**src/rtl/sle_bank_ctrl.sv**
```systemverilog
// rtl/sle_bank_ctrl.sv - init/arbitrate/verify sequencer for a WIDTH-bit SLE flop bank
// Optional SLE_BANK_RETRY_EN: reload a mismatching bank up to RETRY_MAX times before flagging err.
module sle_bank_ctrl #(
  parameter int               WIDTH       = 8,
  parameter logic [WIDTH-1:0] RESET_VAL   = '0,
  parameter logic [WIDTH-1:0] INIT_VAL    = 8'hA5,
  parameter int               INIT_CYCLES = 2
`ifdef SLE_BANK_RETRY_EN
  , parameter int             RETRY_MAX   = 2
`endif
) (
  input  logic             clk,
  input  logic             ALn,
  input  logic             wr_req,
  input  logic [WIDTH-1:0] wr_data,
  output logic             wr_ack,
  input  logic             sl_req,
  input  logic [WIDTH-1:0] sl_value,
  output logic             sl_ack,
  input  logic             hold,
  input  logic             err_clr,
  input  logic [WIDTH-1:0] bank_q,
  output logic             sle_en,
  output logic             sle_sln,
  output logic [WIDTH-1:0] sle_sd,
  output logic [WIDTH-1:0] sle_d,
  output logic [WIDTH-1:0] sle_adn,
  output logic             sle_lat,
  output logic             busy,
  output logic             init_done,
  output logic             err
);
  localparam int CW = (INIT_CYCLES < 1) ? 1 : $clog2(INIT_CYCLES + 1);
  localparam logic [CW-1:0] INIT_LAST = CW'(INIT_CYCLES);

  typedef enum logic [1:0] {S_INIT, S_IDLE, S_LOAD, S_CHECK} state_t;

  state_t           state, state_n;
  logic [CW-1:0]    cnt, cnt_n;
  logic [WIDTH-1:0] exp_val, exp_n;
  logic             op_sd, op_sd_n;
  logic             en_n, sln_n, wr_ack_n, sl_ack_n, busy_n, init_done_n, err_n;
  logic [WIDTH-1:0] sd_n, d_n;
  logic             wr_ack_q, sl_ack_q;
  logic             mismatch, fail;

  assign sle_adn  = ~RESET_VAL;
  assign sle_lat  = 1'b0;
  assign mismatch = (state == S_CHECK) && (bank_q != exp_val);

`ifdef SLE_BANK_RETRY_EN
  localparam int RW = $clog2(RETRY_MAX + 1);
  logic [RW-1:0] retry_cnt, retry_n;
  logic          retry_now;

  assign retry_now = mismatch && (retry_cnt < RW'(RETRY_MAX));
  assign fail      = mismatch && !retry_now;
  // Whether a CHECK will retry is only known once bank_q is visible, so the ack is gated here.
  assign wr_ack    = wr_ack_q && !retry_now;
  assign sl_ack    = sl_ack_q && !retry_now;

  always_ff @(posedge clk or negedge ALn) begin
    if (!ALn) retry_cnt <= '0;
    else      retry_cnt <= retry_n;
  end
`else
  assign fail   = mismatch;
  assign wr_ack = wr_ack_q;
  assign sl_ack = sl_ack_q;
`endif

  always_ff @(posedge clk or negedge ALn) begin
    if (!ALn) begin
      state     <= S_INIT;
      cnt       <= '0;
      exp_val   <= '0;
      op_sd     <= 1'b0;
      sle_en    <= 1'b0;
      sle_sln   <= 1'b1;
      sle_sd    <= '0;
      sle_d     <= '0;
      wr_ack_q  <= 1'b0;
      sl_ack_q  <= 1'b0;
      busy      <= 1'b1;
      init_done <= 1'b0;
      err       <= 1'b0;
    end else begin
      state     <= state_n;
      cnt       <= cnt_n;
      exp_val   <= exp_n;
      op_sd     <= op_sd_n;
      sle_en    <= en_n;
      sle_sln   <= sln_n;
      sle_sd    <= sd_n;
      sle_d     <= d_n;
      wr_ack_q  <= wr_ack_n;
      sl_ack_q  <= sl_ack_n;
      busy      <= busy_n;
      init_done <= init_done_n;
      err       <= err_n;
    end
  end

  always_comb begin
    state_n     = state;
    cnt_n       = cnt;
    exp_n       = exp_val;
    op_sd_n     = op_sd;
    init_done_n = init_done;
`ifdef SLE_BANK_RETRY_EN
    retry_n     = retry_cnt;
`endif
    case (state)
      S_INIT: begin
        if (cnt == INIT_LAST) begin
          state_n     = S_IDLE;
          init_done_n = 1'b1;
        end else begin
          cnt_n = cnt + CW'(1);
        end
      end
      S_IDLE: begin
        if (!hold && (sl_req || wr_req)) begin
          state_n = S_LOAD;
          op_sd_n = sl_req;
          exp_n   = sl_req ? sl_value : wr_data;
`ifdef SLE_BANK_RETRY_EN
          retry_n = '0;
`endif
        end
      end
      S_LOAD: state_n = S_CHECK;
      S_CHECK: begin
        state_n = S_IDLE;
`ifdef SLE_BANK_RETRY_EN
        if (retry_now) begin
          state_n = S_LOAD;
          retry_n = retry_cnt + RW'(1);
        end
`endif
      end
      default: state_n = S_INIT;
    endcase

    // Registered outputs are decoded from the state being entered so they hold for that whole state.
    en_n     = (state_n == S_INIT) || (state_n == S_LOAD);
    sln_n    = !((state_n == S_INIT) || ((state_n == S_LOAD) && op_sd_n));
    sd_n     = sle_sd;
    d_n      = sle_d;
    if (state_n == S_INIT) begin
      sd_n = INIT_VAL;
    end else if (state_n == S_LOAD) begin
      if (op_sd_n) sd_n = exp_n;
      else         d_n  = exp_n;
    end
    wr_ack_n = (state_n == S_CHECK) && !op_sd_n;
    sl_ack_n = (state_n == S_CHECK) && op_sd_n;
    busy_n   = (state_n != S_IDLE);
    err_n    = (err && !err_clr) || fail;
  end
endmodule

```
**config.mk**
```make
export PLATFORM = sky130hd
export DESIGN_NAME = sle_bank_ctrl
export DESIGN_NICKNAME = d
export VERILOG_FILES = /design/src/rtl/sle_bank_ctrl.sv
export SDC_FILE = /design/constraint.sdc
export NUM_CORES = 1
export LEC_CHECK = 0
export BUFFER_PORTS_ARGS = -buffer_cell sky130_fd_sc_hd__buf_2
export CAP_MARGIN = 40
export CORE_ASPECT_RATIO = 1.5
export CORE_MARGIN = 2
export CORE_UTILIZATION = 48
export CTS_CLUSTER_SIZE = 12
export DETAILED_ROUTE_END_ITERATION = 8
export PLACE_DENSITY = 0.77
export SLEW_MARGIN = 20
export SYNTH_ARGS = -nofsm -noshare
export SYNTH_HDL_FRONTEND = slang
export SYNTH_SLANG_ARGS = --single-unit
```
**constraint.sdc**
```tcl
create_clock -name clk -period 1.8 [get_ports clk]
set_clock_uncertainty 0.15 [all_clocks]
set_input_delay 0.09 -clock clk [delete_from_list [all_inputs] [get_ports clk]]
set_output_delay 0.09 -clock clk [all_outputs]
set_load 0.03 [all_outputs]
```
==> flow_metrics.env <==
export IMPL_fp_dieH_um=74.8
export IMPL_track_usage_pct=22.3
export IMPL_critPathRequiredTime_ns=1.87
export IMPL_crit_type="reg2reg"
export IMPL_die_area_um2=3830
export IMPL_fin_setup_tns_ns=0
export IMPL_grt_start_max_net_pins=37
export IMPL_rsz0062_at_grt="no"
export IMPL_cp_end_kind="flip-flop"
export IMPL_ys_flop_type="dfrtp_1"
export IMPL_ioPinCount=62
export IMPL_outcome="finished clean"
export IMPL_clkTransAtPathRegs_ns=0.07
export IMPL_final_area_um2=2180
export IMPL_numCtsBuffers=5
export IMPL_n_fill_cell=264
export IMPL_ys_warn_count=0
export IMPL_period_minus_slack_ns=1.66
export IMPL_die_w_um=51.2
export IMPL_vdd_drop_max_uv=1290
export IMPL_hold_viol=0
export IMPL_async_flop_share_pct=100
export IMPL_p_leak_nw=1.12
export IMPL_area_growth_pct=36.0
export IMPL_cts_tree="done"
export IMPL_globalplace_congestion=0.827
export IMPL_drv_slew=0
export IMPL_ys_seq_area_share_pct=56.3
export IMPL_drtIter0Drc=20
export IMPL_start_util_pct=50.8
export IMPL_synth_edff_count=0
export IMPL_yosysUniqueCellTypes=31
export IMPL_drv_cap=0
export IMPL_multi_input_area_um2=602
export IMPL_routedWlPerCell_um=14.3
export IMPL_setup_violations=0
export IMPL_worst_pin_slew_ns=0.633
export IMPL_viasPerCell=4.92
export IMPL_ff_latch_area_um2=903
export IMPL_path_max_fanout=8
export IMPL_rows=25
export IMPL_grt_pass1_wl_um=6110
export IMPL_n_antenna_cell=0
export IMPL_vias=1283
export IMPL_cts_root_buf="clkbuf_8"
export IMPL_routed_wl_um=3740
export IMPL_antenna_found_initial=0
export IMPL_post_dp_hpwl_um=2710
export IMPL_gr_total_overflow=0
export IMPL_final_period_utilization_pct=92.2
export IMPL_drive_above_1_share_pct=33.5
export IMPL_grt_pass1_vias=1345
export IMPL_clock_sinks=36
export IMPL_clk_latency_ns=0.28
export IMPL_clk_path_buf_depth=2
export IMPL_htreeDepth=2
export IMPL_ys_seq_elements=36
export IMPL_crit_arrival_ns=1.73
export IMPL_netlist_area_um2=1600
export IMPL_hold_path_class="in2reg"
export IMPL_nets=251
export IMPL_drt_pass1_iterations=4
export IMPL_synthCells=146
export IMPL_fmax_mhz=603
export IMPL_postCtsSetupRepairBufs=0
export IMPL_drc_errors=0
export IMPL_core_area_um2=3160
export IMPL_ant_nets=0
export IMPL_place_area_um2=1830
export IMPL_relSlewSlack_pct=57.8
export IMPL_syn_avg_cell_area_um2=11.0
export IMPL_p_per_area_nw_per_um2=1740
export IMPL_start_kind="flip-flop"
export IMPL_io_buffers=52
## where the power goes
part,switching [mW],leakage [nW],internal [mW],total [mW]
clock,0.281,0.0645,0.488,0.769
sequential,0.254,0.434,1.20,1.46
combinational,1.02,0.626,0.559,1.58
total,1.56,1.12,2.25,3.80
## cells in the final DEF, fill, tap and decap left out, drive strengths merged, types with 2 or more instances in the layout
cell type    count
a22o             4
a22oi            3
buf             53
clkbuf           7
conb             9
dfrtp           34
dfstp            2
dlygate4sd3     20
inv              5
mux2i            5
nand2           40
nand3b           2
nand4            2
o21ai           10
o22a             4
xnor2            9
## timing repair
item,in CTS,in global routing
hold buffers,19,1
resized for setup,0,0
endpoints found under the hold margin,60,1
## logic make-up after synthesis
logic type      after synthesis  share of synthesized area [%]
flops                        36                           56.3
xor+xnor                      9                           4.91
compound gates               23                           10.5
mux                           5                           3.12
fa+ha+maj                     1                          0.780
buf+inv                      18                           7.80
simple gates                 52                           16.1
other cells                   2                          0.468
## routing by layer
metal  GRT usage (%)  part of all wire [%]  vias to the layer above
met3            6.94                   5.4                       15
li1                -                     -                      616
met1            24.6                    38                      605
met2            37.7                    53                       47
met5               0                     0                        -
met4            12.9                   4.4                        0
## final timing paths
path,from,to,slack (ns),cells after the start
min,hold,op_sd,0.05,5
min reg2reg,init_done,init_done,0.31,1
max,state[1],sle_d[2],0.14,4
min in group asynchronous,ALn,wr_ack,0.51,3
max in group asynchronous,ALn,sle_sln,0.56,4
max reg2reg,state[1],sle_d[2],0.14,4
## critical path: stages (launching register included)
cell,delay (ns)
dfrtp_1,0.47
nor3b_4,0.33
and3b_1,0.43
nand2_2,0.12
nand2_1,0.09
## stage by stage
stage / cells / worst slack [ns] / hold WS [ns] / utilization (%) / power, mW
6_report: 261 / 0.141 / 0.0471 / 69.0 / 3.80
5_1_grt: 261 / 0.0293 / 0.0844 / 69.0 / 4.03
4_1_cts: 259 / 0.146 / 0.0496 / 68.1 / 3.81
3_5_place_dp: 232 / 0.163 / 0.0664 / 58.1 / 3.00
3_3_place_gp: 232 / 0.231 / 0.0353 / 58.1 / 2.92
2_1_floorplan: 153 / 0.355 / -0.356 / - / 2.56
## synth_stat cells (all sizes together) (3+ instances only)
| cell | count | area [um2] |
|---|---|---|
| dfrtp | 34 | 851 |
| xnor2 | 9 | 78.8 |
| a22oi | 3 | 22.5 |
| mux2i | 5 | 50.1 |
| nand2 | 40 | 160 |
| inv | 5 | 18.8 |
| o22a | 4 | 35.0 |
| o21ai | 10 | 61.3 |
| buf | 13 | 106 |
| a22o | 4 | 35.0 |
## sequential cells by signal, indices dropped and copies added (netlist names)
register	cells
op_sd	1
init_done	1
sl_ack	1
sle_sln	1
sle_d	8
state	2
busy	1
sle_sd	8
err	1
cnt	2
exp_val	8
wr_ack	1
sle_en	1
## area by class of cell
cell class,count,share of cell area (%)
clock inverters,1,1.38
well taps,40,2.29
inverters,5,0.861
flip-flops and latches,36,41.4
repair buffers,73,22.0
multi-input cells,99,27.6
clock buffers,7,4.42
Power figures use the tool's default switching activity.
